==> src/rtl/nibble_feed_fifo_if.sv <==
// Producer/consumer bundle around the nibble feed FIFO; slave is the FIFO side.
// Carries control (flush) and status (count, overflow) alongside both stream handshakes.
interface nibble_feed_fifo_if #(
  parameter int WIDTH = 4,
  parameter int DEPTH = 4
);
  localparam int CW = $clog2(DEPTH + 1);

  logic             flush;
  logic             in_valid;
  logic             in_ready;
  logic [WIDTH-1:0] in_data;
  logic             out_valid;
  logic             out_ready;
  logic [WIDTH-1:0] out_data;
  logic [CW-1:0]    count;
  logic             overflow;

  modport master (
    output flush, in_valid, in_data, out_ready,
    input  in_ready, out_valid, out_data, count, overflow
  );

  modport slave (
    input  flush, in_valid, in_data, out_ready,
    output in_ready, out_valid, out_data, count, overflow
  );
endinterface

==> src/rtl/nibble_feed_fifo.sv <==
// FWFT operand FIFO feeding the 4-bit array block: push visible one edge later, no bypass.
// in_ready drops when full even if popping; pushes while full are dropped and flagged in overflow.
module nibble_feed_fifo #(
  parameter int WIDTH = 4,
  parameter int DEPTH = 4
) (
  input logic               clk,
  input logic               rst_n,
  nibble_feed_fifo_if.slave bus
);
  localparam int PW = $clog2(DEPTH);
  localparam int CW = $clog2(DEPTH + 1);
  localparam logic [CW-1:0] FULL_CNT = CW'(DEPTH);

  logic [WIDTH-1:0] mem [DEPTH];
  logic [PW-1:0]    wr_ptr;
  logic [PW-1:0]    rd_ptr;
  logic [CW-1:0]    count_q;
  logic             ovf_q;
  logic [WIDTH-1:0] hold_q;

  logic             full;
  logic             empty;
  logic             push;
  logic             pop;
  logic [WIDTH-1:0] head;
  logic [WIDTH-1:0] out_data_c;

  always_comb begin
    full       = (count_q == FULL_CNT);
    empty      = (count_q == '0);
    push       = bus.in_valid & ~full;
    pop        = bus.out_ready & ~empty;
    head       = mem[rd_ptr];
    // Hold the last popped word while empty so the array input never sees X.
    out_data_c = empty ? hold_q : head;
  end

  always_ff @(posedge clk or negedge rst_n) begin
    if (!rst_n) begin
      wr_ptr  <= '0;
      rd_ptr  <= '0;
      count_q <= '0;
      ovf_q   <= 1'b0;
      hold_q  <= '0;
    end else if (bus.flush) begin
      wr_ptr  <= '0;
      rd_ptr  <= '0;
      count_q <= '0;
      ovf_q   <= 1'b0;
      hold_q  <= out_data_c;
    end else begin
      if (push) wr_ptr <= wr_ptr + PW'(1);
      if (pop) begin
        rd_ptr <= rd_ptr + PW'(1);
        hold_q <= head;
      end
      if (push && !pop)      count_q <= count_q + CW'(1);
      else if (pop && !push) count_q <= count_q - CW'(1);
      if (bus.in_valid && full) ovf_q <= 1'b1;
    end
  end

  // Storage is don't-care after reset; only entries behind a nonzero count are ever read.
  always_ff @(posedge clk) begin
    if (push && !bus.flush) mem[wr_ptr] <= bus.in_data;
  end

  assign bus.in_ready  = ~full;
  assign bus.out_valid = ~empty;
  assign bus.out_data  = out_data_c;
  assign bus.count     = count_q;
  assign bus.overflow  = ovf_q;
endmodule

==> src/flat_wrapper.sv <==
// flat-port wrapper written by rule: the top's interface ports become plain ports
module nibble_feed_fifo_flat 
#(
  parameter int WIDTH = 4,
  parameter int DEPTH = 4
)
  (clk, rst_n, bus_flush, bus_in_valid, bus_in_data, bus_out_ready, bus_in_ready, bus_out_valid, bus_out_data, bus_count, bus_overflow);
  nibble_feed_fifo_if #(.WIDTH(WIDTH), .DEPTH(DEPTH)) bus_i ();
  input logic clk;
  input logic rst_n;
  input wire logic [$bits(bus_i.flush)-1:0] bus_flush;
  input wire logic [$bits(bus_i.in_valid)-1:0] bus_in_valid;
  input wire logic [$bits(bus_i.in_data)-1:0] bus_in_data;
  input wire logic [$bits(bus_i.out_ready)-1:0] bus_out_ready;
  output wire logic [$bits(bus_i.in_ready)-1:0] bus_in_ready;
  output wire logic [$bits(bus_i.out_valid)-1:0] bus_out_valid;
  output wire logic [$bits(bus_i.out_data)-1:0] bus_out_data;
  output wire logic [$bits(bus_i.count)-1:0] bus_count;
  output wire logic [$bits(bus_i.overflow)-1:0] bus_overflow;
  assign bus_i.flush = bus_flush;
  assign bus_i.in_valid = bus_in_valid;
  assign bus_i.in_data = bus_in_data;
  assign bus_i.out_ready = bus_out_ready;
  assign bus_in_ready = bus_i.in_ready;
  assign bus_out_valid = bus_i.out_valid;
  assign bus_out_data = bus_i.out_data;
  assign bus_count = bus_i.count;
  assign bus_overflow = bus_i.overflow;
  nibble_feed_fifo #(.WIDTH(WIDTH), .DEPTH(DEPTH)) u_core (.clk(clk), .rst_n(rst_n), .bus(bus_i));
endmodule
==> config.mk <==
export PLATFORM = sky130hd
export DESIGN_NAME = nibble_feed_fifo_flat
export DESIGN_NICKNAME = d
export VERILOG_FILES = /design/src/rtl/nibble_feed_fifo_if.sv /design/src/rtl/nibble_feed_fifo.sv /design/src/flat_wrapper.sv
export SDC_FILE = /design/constraint.sdc
export NUM_CORES = 1
export LEC_CHECK = 0
export ABC_AREA = 1
export CAP_MARGIN = 25
export CORE_UTILIZATION = 58
export DETAILED_ROUTE_END_ITERATION = 7
export GPL_ROUTABILITY_DRIVEN = 0
export PLACE_DENSITY_LB_ADDON = 0.3
export SYNTH_ARGS = -nofsm -noshare
export SYNTH_HDL_FRONTEND = slang
export SYNTH_SLANG_ARGS = --single-unit
==> constraint.sdc <==
create_clock -name clk -period 4.6 [get_ports clk]
set_input_delay 0.69 -clock clk [delete_from_list [all_inputs] [get_ports clk]]
set_output_delay 0.69 -clock clk [all_outputs]
set_load 0.02 [all_outputs]
==> results of run 1 <==
[synthesized netlist by cell type, drive strengths merged]
master	count	area, um^2
edfxtp	16	480
or2	1	6.26
o21a	2	15.0
a21oi	5	28.8
nor3	1	5.00
nand2	46	226
ha	4	50.1
dfrtp	12	300
nor2	16	77.6
inv	19	73.8
buf	3	17.5
nand3	12	65.1
o211ai	1	7.51
xnor2	1	8.76
fa	1	20.0
o21ai	10	53.8
[through the flow]
stage / cells / cell area, um^2 / utilization
after CTS: 197 / 1690 / 0.741
after detailed placement: 193 / 1630 / 0.718
after global routing: 197 / 1690 / 0.741
final: 197 / 1690 / 0.741
after global placement: 193 / 1630 / 0.718
after floorplan: 150 / 1440 / -
[critical path, cell delays in order, from the launching register on]
cell,delay [ps]
dfrtp_1,550
inv_4,170
nand2_1,60
nand2_1,60
nand2_1,40
o21ai_1,110
nand2_1,80
nand2_1,80
clkdlybuf4s50_1,600
[path summary, 6_finish.rpt]
path	depth (start not counted)	slack, ps	endpoint
setup / recovery	8	1830	bus_out_data[1]
hold / removal	1	520	u_core.bus.overflow
setup reg to reg	12	2660	u_core.bus.count[2]
hold reg to reg	1	520	u_core.bus.overflow
max in group asynchronous	1	3510	u_core.rd_ptr[0]
min in group asynchronous	1	720	u_core.hold_q[2]
[cells by family after synthesis]
kind of cell	count (synthesis)
AND/OR/NAND/NOR	76
buffers and inverters	22
XOR/XNOR	1
adder cells (fa/ha/maj)	5
flip-flops	28
AO/OA/AOI/OAI	18
[per-layer routing]
| metal | vias to the layer above | track usage |
|---|---|---|
| li1 | 521 | - |
| met3 | 2 | 0.0351 |
| met5 | - | 0 |
| met2 | 35 | 0.409 |
| met4 | 0 | 0.0811 |
| met1 | 497 | 0.287 |
[state kept, by name (all words and copies together) (netlist names)]
name	cells
u_core.bus.overflow	1
u_core.wr_ptr	2
u_core.hold_q	4
u_core.bus.count	3
u_core.mem	16
u_core.rd_ptr	2
[where the power goes]
group	internal (mW)	switching, mW	leakage, nW
Sequential	0.309	0.0431	0.299
Combinational	0.183	0.268	0.406
Clock	0.0881	0.0696	0.0279
Total	0.580	0.380	0.733
[layout make-up]
class,count,area (um^2),share of cell area
clock buffers,3,22.5,0.0134
clock inverters,1,30.0,0.0178
inverters,19,73.8,0.0438
multi-input cells,100,564,0.335
flip-flops and latches,28,781,0.463
well taps,28,35.0,0.0208
repair buffers,18,180,0.107
==> out/metrics.yaml, run 1 <==
final_layout:
  antennaDiodeCount: 0
  fillers: 156
  synthToLayoutAreaGrowth_pct: 17.4
  mostFrequentLayoutCells: "nand2_1, clkdlybuf4s50_1, edfxtp_1"
  final_common_cell: "nand2_1"
  final_nets: 184
  drive_gt1_frac: 0.124
critical_path:
  worstSetupStartpoint: "u_core.rd_ptr[0]"
  crit_type: "reg2out"
  critPathCaptureType: "output port"
  path_max_fanout: 10
  reg2reg_from: "u_core.bus.count[2]"
  critPathLaunchType: "register"
  critPathArrivalTime_ps: 2080
  required_ps: 3910
die:
  dieHeight_um: 51.8
  core_area_um2: 2280
  num_rows: 17
  initial_core_util: 0.631
  die_area_um2: 2680
  io_pins: 19
  die_w_um: 51.8
sta:
  fin_ws_ps: 1830
  max-slew-margin-rel: 0.614
  drv_slew: 0
  fmax_mhz: 361
  worst_pin_slew_ps: 577
  timing.hold.ws_ps: 524
  period_share: 0.602
  tns_ps: 0
  min_period_ps: 2770
  finalHoldViolations: 0
  rsz0062_at_grt: "false"
  skew_ps: 2.67
  setup_viol: 0
clock_network:
  clk_latency_ps: 320
  clockBufferDepth: 2
  cts_tree: "yes"
  clkTransAtPathRegs_ps: 140
  root_buffer: "clkbuf_4"
  htreeDepth: 1
  post_cts_resized: 0
  cts.sinks: 28
  hold_buffers: 0
  cts_made_buffers: 3
  cts_setup_buffers: 0
yosys:
  synth_mux_area_frac: 0
  syn_avg_cell_area_um2: 9.58
  ys_types: 27
  synth-simple-area-share: 0.265
  synth_fp_nets: 164
  yosys_warnings: 0
  synth_fa_ha_area_frac: 0.0488
  synth_xor_xnor_area_share: 0.00610
  netlist_instances: 150
  synth_top_family_by_area: "simple AND/OR/NAND/NOR gates"
  synth_compound_area_frac: 0.0732
  ys_ff_latch: 28
  synth_seq_area_share: 0.544
  netlist_area_um2: 1440
global_route:
  grt_pass1_wl_mm: 4.42
  grt_max_degree: 17
  grt_pass1_vias: 1026
  grtUsageTotal: 0.231
  antenna_found_initial: 0
  grt-ovfl-total: 0
routing:
  antenna_left: 0
  met1_length_mm: 1.14
  drt_wl_total_mm: 2.65
  wl_per_cell_um: 13.5
  drt-pass1-iter-count: 4
  routed.top_layer: "met4"
  vias_per_cell: 5.36
  via_count: 1055
  routed-wl-met3_um: 133
  drt-initial-drc-count: 31
  drc: 0
  met2WireLength_mm: 1.36
run:
  maxCapViolations: 0
power:
  finalPower_uw: 960
  power.leakage_nw: 0.733
  peakVddDrop_mv: 0.509
  powerDensity_nw_per_um2: 569
place:
  hpwl_mm: 2.08
  pre_cts_slack_ps: 2060
  port_buffers: 18
status:
  status: "completed"
worst_hold_path:
  worstHoldStart: "u_core.bus.overflow"
  hold_path.class: "reg2reg"
(Power assumes the default switching activity.)
==> run 2: changes to the inputs <==
--- a/config.mk
+++ b/config.mk
@@ -7,7 +7,7 @@
 export LEC_CHECK = 0
 export ABC_AREA = 1
 export CAP_MARGIN = 25
-export CORE_UTILIZATION = 58
+export CORE_UTILIZATION = 54
 export DETAILED_ROUTE_END_ITERATION = 7
 export GPL_ROUTABILITY_DRIVEN = 0
 export PLACE_DENSITY_LB_ADDON = 0.3
==> constraint.sdc (replaced) <==
create_clock -name clk -period 2.7 [get_ports clk]
set_input_delay 0.405 -clock clk [delete_from_list [all_inputs] [get_ports clk]]
set_output_delay 0.405 -clock clk [all_outputs]
set_load 0.02 [all_outputs]
==> out/metrics.yaml, run 2 (same netlist as run 1, synthesis figures left out) <==
critical_path:
  r2r_slack_ps: 770  # was 2660 ps
  cp.buffers_inverters: 2  # unchanged
  critPathArrivalTime_ps: 2090  # was 2080 ps
  critPathLaunchType: "register"  # unchanged
  path_delay_family: "buffers and inverters"  # unchanged
  path_max_fanout: 10  # unchanged
  path_cells: "inv_4, nand2_1, nand3_1, nand2_1, nand2_1, o21a_1, clkdlybuf4s50_1"  # was inv_4, nand2_1, nand2_1, nand2_1, o21ai_1, nand2_1, nand2_1, clkdlybuf4s50_1
  critPathCaptureType: "output port"  # unchanged
  slowest_stage: "clkdlybuf4s50_1"  # unchanged
  required_ps: 2300  # was 3910 ps
  cpPeakStageDelay_ps: 590  # was 600 ps
  worstSetupStartpoint: "u_core.rd_ptr[0]"  # unchanged
  reg2reg_depth: 11  # was 12
  crit_path_frequent_cell: "nand2_1"  # unchanged
  reg2reg_from: "u_core.bus.count[2]"  # unchanged
  r2r-end: "u_core.bus.count[2]"  # unchanged
  crit_type: "reg2out"  # unchanged
sta:
  drv_slew: 0  # unchanged
  skew_ps: 4.71  # was 2.67 ps
  setup_viol: 0  # unchanged
  rsz0062_at_grt: "false"  # unchanged
  finalHoldViolations: 0  # unchanged
  worst_pin_slew_ps: 568  # was 577 ps
  min_period_ps: 2490
  tns_ps: 0  # unchanged
  timing.hold.ws_ps: 415  # was 524 ps
  fmax_mhz: 401
  max-slew-margin-rel: 0.620  # was 0.614
  period_share: 0.923
clock_network:
  hold_buffers: 0  # unchanged
  post_cts_resized: 0  # unchanged
  cts_setup_buffers: 0  # unchanged
  root_buffer: "clkbuf_4"  # unchanged
  clkTransAtPathRegs_ps: 150  # was 140 ps
  cts_tree: "yes"  # unchanged
  cts_made_buffers: 3  # unchanged
  clk_latency_ps: 330  # was 320 ps
  clockBufferDepth: 2  # unchanged
  cts.sinks: 28  # unchanged
  htreeDepth: 1  # unchanged
final_layout:
  largest_reg_flops: 16  # unchanged
  top_register: "u_core.mem"  # unchanged
  antennaDiodeCount: 0  # unchanged
  drive_gt1_frac: 0.129  # was 0.124
  synthToLayoutAreaGrowth_pct: 18.1  # was 17.4%
  mostFrequentLayoutCells: "nand2_1, clkdlybuf4s50_1, edfxtp_1"  # unchanged
  final_nets: 185  # was 184
  final_common_cell: "nand2_1"  # unchanged
power:
  powerDensity_nw_per_um2: 965  # was 569 nW/um^2
  finalPower_mw: 1.64  # was 960 uW
  power.leakage_nw: 0.738  # was 0.733 nW
  peakVddDrop_mv: 0.882  # was 0.509 mV
routing:
  drt-initial-drc-count: 19  # was 31
  met2WireLength_mm: 1.27  # was 1.36 mm
  drc: 0  # unchanged
  drt_wl_total_mm: 2.51  # was 2.65 mm
  routed.top_layer: "met4"  # unchanged
  via_count: 1018  # was 1055
  wl_per_cell_um: 12.6  # was 13.5 um
  vias_per_cell: 5.09  # was 5.36
  met1_length_mm: 1.12  # was 1.14 mm
  drt-pass1-iter-count: 4  # unchanged
  routed-wl-met3_um: 49  # was 133 um
  antenna_left: 0  # unchanged
global_route:
  grt-ovfl-total: 0  # unchanged
  grt_max_degree: 17  # unchanged
  grt_pass1_vias: 966  # was 1026
  antenna_found_initial: 0  # unchanged
  grt_pass1_wl_mm: 4.06  # was 4.42 mm
  grtUsageTotal: 0.207  # was 0.231
worst_hold_path:
  hold_path.class: "in2async"  # was reg2reg
die:
  io_pins: 19  # unchanged
  num_rows: 18  # was 17
  dieHeight_um: 53.6  # was 51.8 um
  core_area_um2: 2500  # was 2280 um^2
  die_w_um: 53.6  # was 51.8 um
  die_area_um2: 2870  # was 2680 um^2
  initial_core_util: 0.575  # was 0.631
place:
  port_buffers: 18  # unchanged
  hpwl_mm: 1.90  # was 2.08 mm
run:
  maxCapViolations: 0  # unchanged
status:
  status: "completed"  # unchanged
[run 2: stage by stage]
stage               instances  area (um^2)  worst slack (ps)   util
finish                    200         1700               209  0.679
global route              200         1700              42.3  0.679
CTS                       200         1700               188  0.679
detailed placement        196         1640               478  0.658
global placement          196         1640               555  0.658
floorplan                 150         1440               790      -
[run 2: worst max path at each step]
stage,to,slack [ps],cells past startpoint
final,bus_out_data[0],210,7
after floorplan,u_core.bus.count[2],790,12
after global routing,bus_out_data[0],40,7
after detailed placement,u_core.bus.count[2],480,11
after global placement,u_core.bus.count[2],560,11
after CTS,bus_out_data[0],190,7
[run 2: cell type report]
type	count	area [um^2]
Clock buffer	3	22.5
Inverter	19	73.8
Clock inverter	1	30.0
Sequential cell	28	781
Multi-Input combinational cell	100	564
Fill cell	206	803
Timing Repair Buffer	19	188
Tap cell	30	37.5
[run 2: power by group]
part / switching, mW / internal [mW]
clock: 0.124 / 0.150
combinational: 0.454 / 0.312
sequential: 0.0719 / 0.526
[run 2: metal layers]
layer  global-route usage  vias up
met3               0.0282        4
met5                    0        -
met4                0.114        0
met1                0.252      473
met2                0.354       16
li1                     -      525
